**config.mk**
```make
export PLATFORM = sky130hd
export DESIGN_NAME = fir_normalize_pipe
export DESIGN_NICKNAME = d
export VERILOG_FILES = /design/src/rtl/fir_normalize_pipe_pkg.sv /design/src/rtl/fir_normalize_pipe_lzc.sv /design/src/rtl/fir_normalize_pipe.sv
export SDC_FILE = /design/constraint.sdc
export NUM_CORES = 1
export LEC_CHECK = 0
export ABC_AREA = 1
export ABC_CLOCK_PERIOD_IN_PS = 2800
export CORE_MARGIN = 1.5
export CORE_UTILIZATION = 47
export CTS_CLUSTER_DIAMETER = 40
export DETAILED_ROUTE_END_ITERATION = 8
export PLACE_DENSITY_LB_ADDON = 0.05
export SYNTH_ARGS = -nofsm -noshare
export SYNTH_HDL_FRONTEND = slang
export SYNTH_SLANG_ARGS = --single-unit
export TNS_END_PERCENT = 1
```
**constraint.sdc**
```tcl
create_clock -name clk -period 2.8 [get_ports clk]
set_input_delay 0.42 -clock clk [delete_from_list [all_inputs] [get_ports clk]]
set_output_delay 0.42 -clock clk [all_outputs]
set_load 0.01 [all_outputs]
```
**src/rtl/fir_normalize_pipe_pkg.sv**
```systemverilog
// Shared types and sizing helpers for the FIR normalize stage ahead of the posit packer.
package ppu_fir_pkg;

  localparam int FIR_TE_W   = 8;
  localparam int FIR_FRAC_W = 24;

  function automatic int FIR_TOTAL_SIZE(input int te_size, input int frac_full_size);
    return 1 + te_size + frac_full_size;
  endfunction

  function automatic int TE_MAX(input int n, input int es);
    return (n - 2) << es;
  endfunction

  typedef struct packed {
    logic                        sign;
    logic signed [FIR_TE_W-1:0]  te;
    logic [FIR_FRAC_W-1:0]       frac_full;
  } fir_t;

endpackage

```
**src/rtl/fir_normalize_pipe_lzc.sv**
```systemverilog
// Combinational leading-zero counter; an all-zero input reports WIDTH.
module fir_lzc #(
  parameter int WIDTH = 26,
  parameter int CW    = $clog2(WIDTH + 1)
) (
  input  logic [WIDTH-1:0] value,
  output logic [CW-1:0]    count
);

  // Scanning upward leaves the position of the highest set bit as the final hit.
  always_comb begin
    count = CW'(WIDTH);
    for (int i = 0; i < WIDTH; i++) begin
      if (value[i]) count = CW'(WIDTH - 1 - i);
    end
  end

endmodule

```
**src/rtl/fir_normalize_pipe.sv**
```systemverilog
// Two-stage valid/ready normalizer producing {sign, te, frac_full} plus cut-off flag for the packer.
// Define FIR_TE_CLAMP_EN to saturate te_out to +/-TE_MAX (packer then yields maxpos/minpos).
module fir_normalize_pipe
  import ppu_fir_pkg::*;
#(
  parameter int N              = 16,
  parameter int ES             = 1,
  parameter int TE_SIZE        = 8,
  parameter int FRAC_FULL_SIZE = 24,
  parameter int MANT_IN_SIZE   = 26
) (
  input  logic                                                clk,
  input  logic                                                rst,
  input  logic                                                in_valid,
  output logic                                                in_ready,
  input  logic                                                in_sign,
  input  logic [TE_SIZE-1:0]                                  in_te,
  input  logic [MANT_IN_SIZE-1:0]                             in_mant,
  input  logic                                                in_sticky,
  input  logic                                                in_is_zero,
  input  logic                                                in_is_nar,
  output logic                                                out_valid,
  input  logic                                                out_ready,
  output logic [FIR_TOTAL_SIZE(TE_SIZE, FRAC_FULL_SIZE)-1:0]  fir,
  output logic                                                frac_lsb_cut_off,
  output logic                                                out_is_zero,
  output logic                                                out_is_nar
);

  localparam int LZ_W = $clog2(MANT_IN_SIZE + 1);
  localparam int TW   = TE_SIZE + 1;
  localparam logic signed [TE_SIZE:0] TE_HI = TW'(TE_MAX(N, ES));
  localparam logic signed [TE_SIZE:0] TE_LO = -TE_HI;
`ifdef FIR_TE_CLAMP_EN
  localparam bit CLAMP_EN = 1'b1;
`else
  localparam bit CLAMP_EN = 1'b0;
`endif

  logic                    s1_valid, s1_sign, s1_sticky, s1_zero, s1_nar;
  logic [TE_SIZE-1:0]      s1_te;
  logic [MANT_IN_SIZE-1:0] s1_mant;
  logic [LZ_W-1:0]         s1_lz, lz;
  logic                    s2_valid, s1_adv;

  fir_lzc #(.WIDTH(MANT_IN_SIZE), .CW(LZ_W)) u_lzc (
    .value (in_mant),
    .count (lz)
  );

  assign s1_adv    = !s2_valid || out_ready;
  assign in_ready  = !s1_valid || s1_adv;
  assign out_valid = s2_valid;

  always_ff @(posedge clk or posedge rst) begin
    if (rst) begin
      s1_valid  <= 1'b0;
      s1_sign   <= 1'b0;
      s1_te     <= '0;
      s1_mant   <= '0;
      s1_sticky <= 1'b0;
      s1_lz     <= '0;
      s1_zero   <= 1'b0;
      s1_nar    <= 1'b0;
    end else begin
      if (in_ready) s1_valid <= in_valid;
      if (in_valid && in_ready) begin
        s1_sign   <= in_sign;
        s1_te     <= in_te;
        s1_mant   <= in_mant;
        s1_sticky <= in_sticky;
        s1_lz     <= lz;
        s1_zero   <= in_is_zero || (in_mant == '0 && !in_sticky);
        s1_nar    <= in_is_nar;
      end
    end
  end

  logic [MANT_IN_SIZE-2:0]   norm_low;
  logic signed [TE_SIZE:0]   te_wide;
  logic                      sign_next, cut_next;
  logic [TE_SIZE-1:0]        te_next;
  logic [FRAC_FULL_SIZE-1:0] frac_next;

  // The overflow bit of the normalized mantissa is the hidden one and is dropped here.
  always_comb begin
    norm_low  = (MANT_IN_SIZE-1)'(s1_mant << s1_lz);
    te_wide   = {s1_te[TE_SIZE-1], s1_te} + TW'(1) - TW'(s1_lz);
    sign_next = s1_sign;
    te_next   = te_wide[TE_SIZE-1:0];
    frac_next = norm_low[MANT_IN_SIZE-2 -: FRAC_FULL_SIZE];
    cut_next  = (|norm_low[MANT_IN_SIZE-2-FRAC_FULL_SIZE:0]) | s1_sticky;
    if (CLAMP_EN && te_wide > TE_HI) begin
      te_next   = TE_HI[TE_SIZE-1:0];
      frac_next = '0;
      cut_next  = 1'b0;
    end else if (CLAMP_EN && te_wide < TE_LO) begin
      te_next   = TE_LO[TE_SIZE-1:0];
      frac_next = '0;
      cut_next  = 1'b0;
    end
    if (s1_nar || s1_zero) begin
      sign_next = 1'b0;
      te_next   = '0;
      frac_next = '0;
      cut_next  = 1'b0;
    end
  end

  always_ff @(posedge clk or posedge rst) begin
    if (rst) begin
      s2_valid         <= 1'b0;
      fir              <= '0;
      frac_lsb_cut_off <= 1'b0;
      out_is_zero      <= 1'b0;
      out_is_nar       <= 1'b0;
    end else if (s1_adv) begin
      s2_valid <= s1_valid;
      if (s1_valid) begin
        fir              <= {sign_next, te_next, frac_next};
        frac_lsb_cut_off <= cut_next;
        out_is_zero      <= s1_zero && !s1_nar;
        out_is_nar       <= s1_nar;
      end
    end
  end

endmodule

```
# After elaboration in Yosys (flattened, before gate mapping)
# Index checks and enable logic that the tools add are counted.
[word_totals] regBits=81 inputBits=42 output_inout_bits=38 word_cells=60
[op_classes] n_addsub=2 n_shift=1 n_mux=30 bitwise_logic=1 n_reduce_logical=13
[op_table] cell="5-bit 2-to-1 mux" n=16
[op_table] cell="4-bit 2-to-1 mux" n=8
[op_table] cell="26-bit logical NOT" n=1
[op_table] cell="26-bit by 5-bit << shifter with 25-bit output" n=1
[op_table] cell="24-bit 2-to-1 mux" n=1
[op_table] cell="8-bit by 2-bit adder with 8-bit output (second input constant)" n=1
[op_table] cell="8-bit 2-to-1 mux" n=1
[op_table] cell="8-bit by 5-bit subtractor with 8-bit output" n=1
[op_table] cell="1-bit logical NOT" n=4
[op_table] cell="1-bit logical OR" n=4
[op_table] cell="2-bit 2-to-1 mux" n=2
[op_table] cell="1-bit logical AND" n=3
[op_table] cell="1-bit 2-to-1 mux" n=2
[op_table] cell="2-bit AND reduction" n=1
[op_table] cell="1-bit OR" n=1

# Logic depth before layout (Yosys ltp)
[depth] ltp_word=26 depth_mapped=27 ltp_nobuf=27

# Hierarchy
# From an unflattened synthesis, not the netlist that was laid out.
[unflattened] cells_unflattened=683 hier_area_um2=4918.5
[modules_own_cells] mod="fir_normalize_pipe" n_inst=1 cells_per_inst=605 area_per_inst_um2=4573.1 seq_area_each_um2=2001.9
[modules_own_cells] mod="fir_lzc" n_inst=1 cells_per_inst=78 area_per_inst_um2=345.3 seq_area_each_um2=0.0

# Least setup slack after synthesis
# No wires, ideal clock.
[synth_timing] path_type="reg2reg" from="register s1_lz[3]" to="register fir[31]" setup_ns=0.110 t_arrival_ns=2.505 slack_ns=0.185 path_stages_with_launch=16 period_less_slack_ns=2.615 path_cell_list="dfrtp_1 clkbuf_1 inv_1 clkbuf_1 clkbuf_1 ha_1 ha_1 a21oi_1 nor2_1 nor2_1 nor2_1 nor2_1 nor2_1 nor2_1 xor2_1 o41ai_1"
[synth_between] elab_chain_cells=2
[synth_lines] element="start, declared" line="fir_normalize_pipe.sv:43" source="logic [LZ_W-1:0] s1_lz, lz;"
[synth_lines] element="start signal, assigned" line="fir_normalize_pipe.sv:72" source="s1_lz <= lz;"
[synth_lines] element="8-bit by 5-bit subtractor with 8-bit output" line="fir_normalize_pipe.sv:88" source="te_wide = {s1_te[TE_SIZE-1], s1_te} + TW'(1) - TW'(s1_lz);"
[synth_lines] element="8-bit 2-to-1 mux" line="fir_normalize_pipe.sv:102" source="if (s1_nar || s1_zero) begin"
[synth_lines] element="end signal, assigned" line="fir_normalize_pipe.sv:120" source="fir <= {sign_next, te_next, frac_next};"
[synth_lines] element="end, declared" line="fir_normalize_pipe.sv:24" source="output logic [FIR_TOTAL_SIZE(TE_SIZE, FRAC_FULL_SIZE)-1:0] fir,"
# Every way passes these cells.
# A chain may end at the register's enable or synchronous reset.

# Worst setup path after layout
[layout_timing] from="register s1_lz[1]" to="register fir[31]"
# Same word-level chain as after synthesis.

==> impl_metrics.tcl <==
set metrics [dict create \
    ioPinCount 80 \
    die_w_um 101 \
    drt_pre_antenna_iters 5 \
    cpMostUsedCell "nor2_1" \
    cp-startpoint "s1_lz[1]" \
    finClkSkew_ns 0.0106 \
    run_status "finished clean" \
    setup-violations-final 0 \
    placementRows 35 \
    synth_top_cell_area_share_pct 44.2 \
    clkTransAtPathRegs_ns 0.09 \
    numCtsBuffers 9 \
    syn_area_um2 4530 \
    r2r-end "fir[31]" \
    r2r-start "s1_lz[1]" \
    antenna_cells 0 \
    initial_utilization_pct 48.7 \
    period_minus_slack_ns 2.45 \
    ctsHoldBuffers 0 \
    synthArstFlopShare_pct 100 \
    ys_ff_latch 80 \
    drive_above_1_share_pct 5.02 \
    cts_tree "done" \
    syn_to_final_growth_pct 25.1 \
    cp_max_fo 2 \
    ys.flop_type "dfrtp_1" \
    antenna_found_initial 0 \
    clk_path_buf_depth 2 \
    wirelength_mm 10.9 \
    min_path_type "input port to asynchronous set/reset pin" \
    synth_cells 623 \
    grt_pass1_vias 3841 \
    fp.coreArea_um2 9280 \
    synth-seq-area-share_pct 44.2 \
    grt_pass1_wl_mm 18.3 \
    tns_ns 0 \
    crit_path_end_kind "register" \
    cts.sinks 80 \
    fmax_mhz 409 \
    drc 0 \
    r2r_cells 13 \
    grt_use_total_pct 22.7 \
    startpoint_type "register" \
    avgSynthCellArea_um2 7.26 \
    cts_root_buf "clkbuf_8" \
    ir_drop_mv 0.225 \
    place_hpwl_mm 8.22 \
    slowest_stage "fa_1" \
    overflow 0 \
    rrSetupSlack_ns 0.35 \
    cellLeakagePower_nw 2.68 \
    crit_type "register to register" \
    worst_pin_slew_ns 0.583 \
    power_density_nw_per_um2 640 \
    grt_max_degree 81 \
    nets 746 \
    cp.arrival_ns 2.70 \
    slew_viol_final 0 \
    total_power_mw 3.62 \
    final_common_cell "nand2_1" \
    cts-resized-gates 0 \
    cpPeakStageDelay_ns 0.47 \
    maxCapViolCount 0 \
    finalHoldViolations 0 \
    clk_latency_ns 0.36 \
    first_iter_violations 198 \
    wl_per_cell_um 13.2 \
    synth_cell_type_count 33 \
    routabilityCongestion 0.871 \
    yosysWarnings 0 \
    crit_chain "ha_1 -> inv_1 -> ha_1 -> fa_1 -> a21oi_1 -> nor2_1 -> nor2_1 -> nor2_1 -> nor2_1 -> nor2_1 -> nor2_1 -> xor2_1 -> o41ai_1" \
    final_antenna_net_count 0 \
    slew_headroom_pct 61.1 \
    yosysTopAreaCell "dfrtp_1" \
    via_per_inst 5.10 \
    io_buffers 79 \
    mostFrequentLayoutCells "nand2_1, o21ai_0, dfrtp_1" \
    finalCritPeriodShare_pct 87.4 \
    syn_nets 677 \
    synth_edf_count 0 \
    worst_ep_required_time_ns 3.06 \
    netlist_top_cells_area "dfrtp_1, nand2_1, o21ai_0" \
    die_area_um2 10200 \
    rsz0062_at_grt "false" \
    vias 4211 \
    cts_setup_buffers 0 \
    die_h_um 101 \
    htree_num_levels 3 \
]
-- logic make-up (layout without fill, tap and decap cells) --
family / after synthesis / after routing / synth area share, %
simple gates: 311 / 311 / 27.1
buf+inv: 85 / 159 / 7.57
mux: 3 / 3 / 0.664
fa+ha+maj: 12 / 12 / 3.48
flops: 80 / 80 / 44.2
compound gates: 129 / 129 / 16.3
xor+xnor: 3 / 3 / 0.581
-- synth_stat cells, types with 6 or more instances --
library cell and n:
nand2_1 226, o21ai_0 86, dfrtp_1 80, nor2_1 50, inv_1 48, nand3_1 28
clkbuf_1 18, ha_1 11, o211ai_1 11, a21oi_1 9, buf_2 7, a31oi_1 6
-- report_power, final --
| group | total, mW | internal (mW) | switching, mW | leakage, nW |
|---|---|---|---|---|
| Combinational | 1.20 | 0.531 | 0.666 | 1.55 |
| Sequential | 1.48 | 1.35 | 0.127 | 1.03 |
| Clock | 0.952 | 0.525 | 0.426 | 0.106 |
-- worst max-delay path by stage --
stage,to,cells past startpoint
2_1_floorplan,fir[31],15
3_3_place_gp,fir[31],13
3_5_place_dp,fir[31],13
4_1_cts,fir[31],13
5_1_grt,fir[31],14
6_report,fir[31],13
-- registers in the layout, indices dropped and copies added, names as in the netlist --
signal            flops
s1_te                 8
s1_sign               1
s1_nar                1
s1_valid              1
frac_lsb_cut_off      1
fir                  33
out_is_zero           1
s1_sticky             1
s1_mant              25
out_valid             1
s1_zero               1
out_is_nar            1
s1_lz                 5
-- area by class of cell --
cell class	instances	area (um2)
multi-input combinational	458	2180
inverter	53	199
clock buffer	11	141
timing repair buffer	90	898
clock inverter	5	80.1
tap	129	161
sequential	80	2000
fill	884	3620
-- per-layer routing --
metal / vias to the layer above / global-route usage (%) / share of wire, %
li1: 2165 / - / -
met1: 1904 / 33.0 / 50
met2: 124 / 34.4 / 43
met3: 18 / 3.81 / 4.9
met4: 0 / 7.69 / 2.1
met5: - / 0 / 0
-- worst max-delay path: cells and delay by family (launching register included) --
kind	cells	cell delay, ns
fa+ha+maj	3	0.95
buf+inv	1	0.04
xor+xnor	1	0.08
flops	1	0.39
compound gates	2	0.40
simple gates	6	0.49
-- through the flow --
step                      hold WS (ns)  instance area, um2  utilization [%]  setup WS, ns  std cells
after floorplan                  0.450                4530                -         0.185        623
after global placement           0.463                5440             58.6         0.429        810
after detailed placement         0.464                5440             58.6         0.348        810
after CTS                        0.480                5660             61.0         0.340        826
after global routing             0.501                5660             61.0         0.116        826
final                            0.446                5660             61.0         0.354        826
Note: power is estimated with default switching activity, not from simulation.
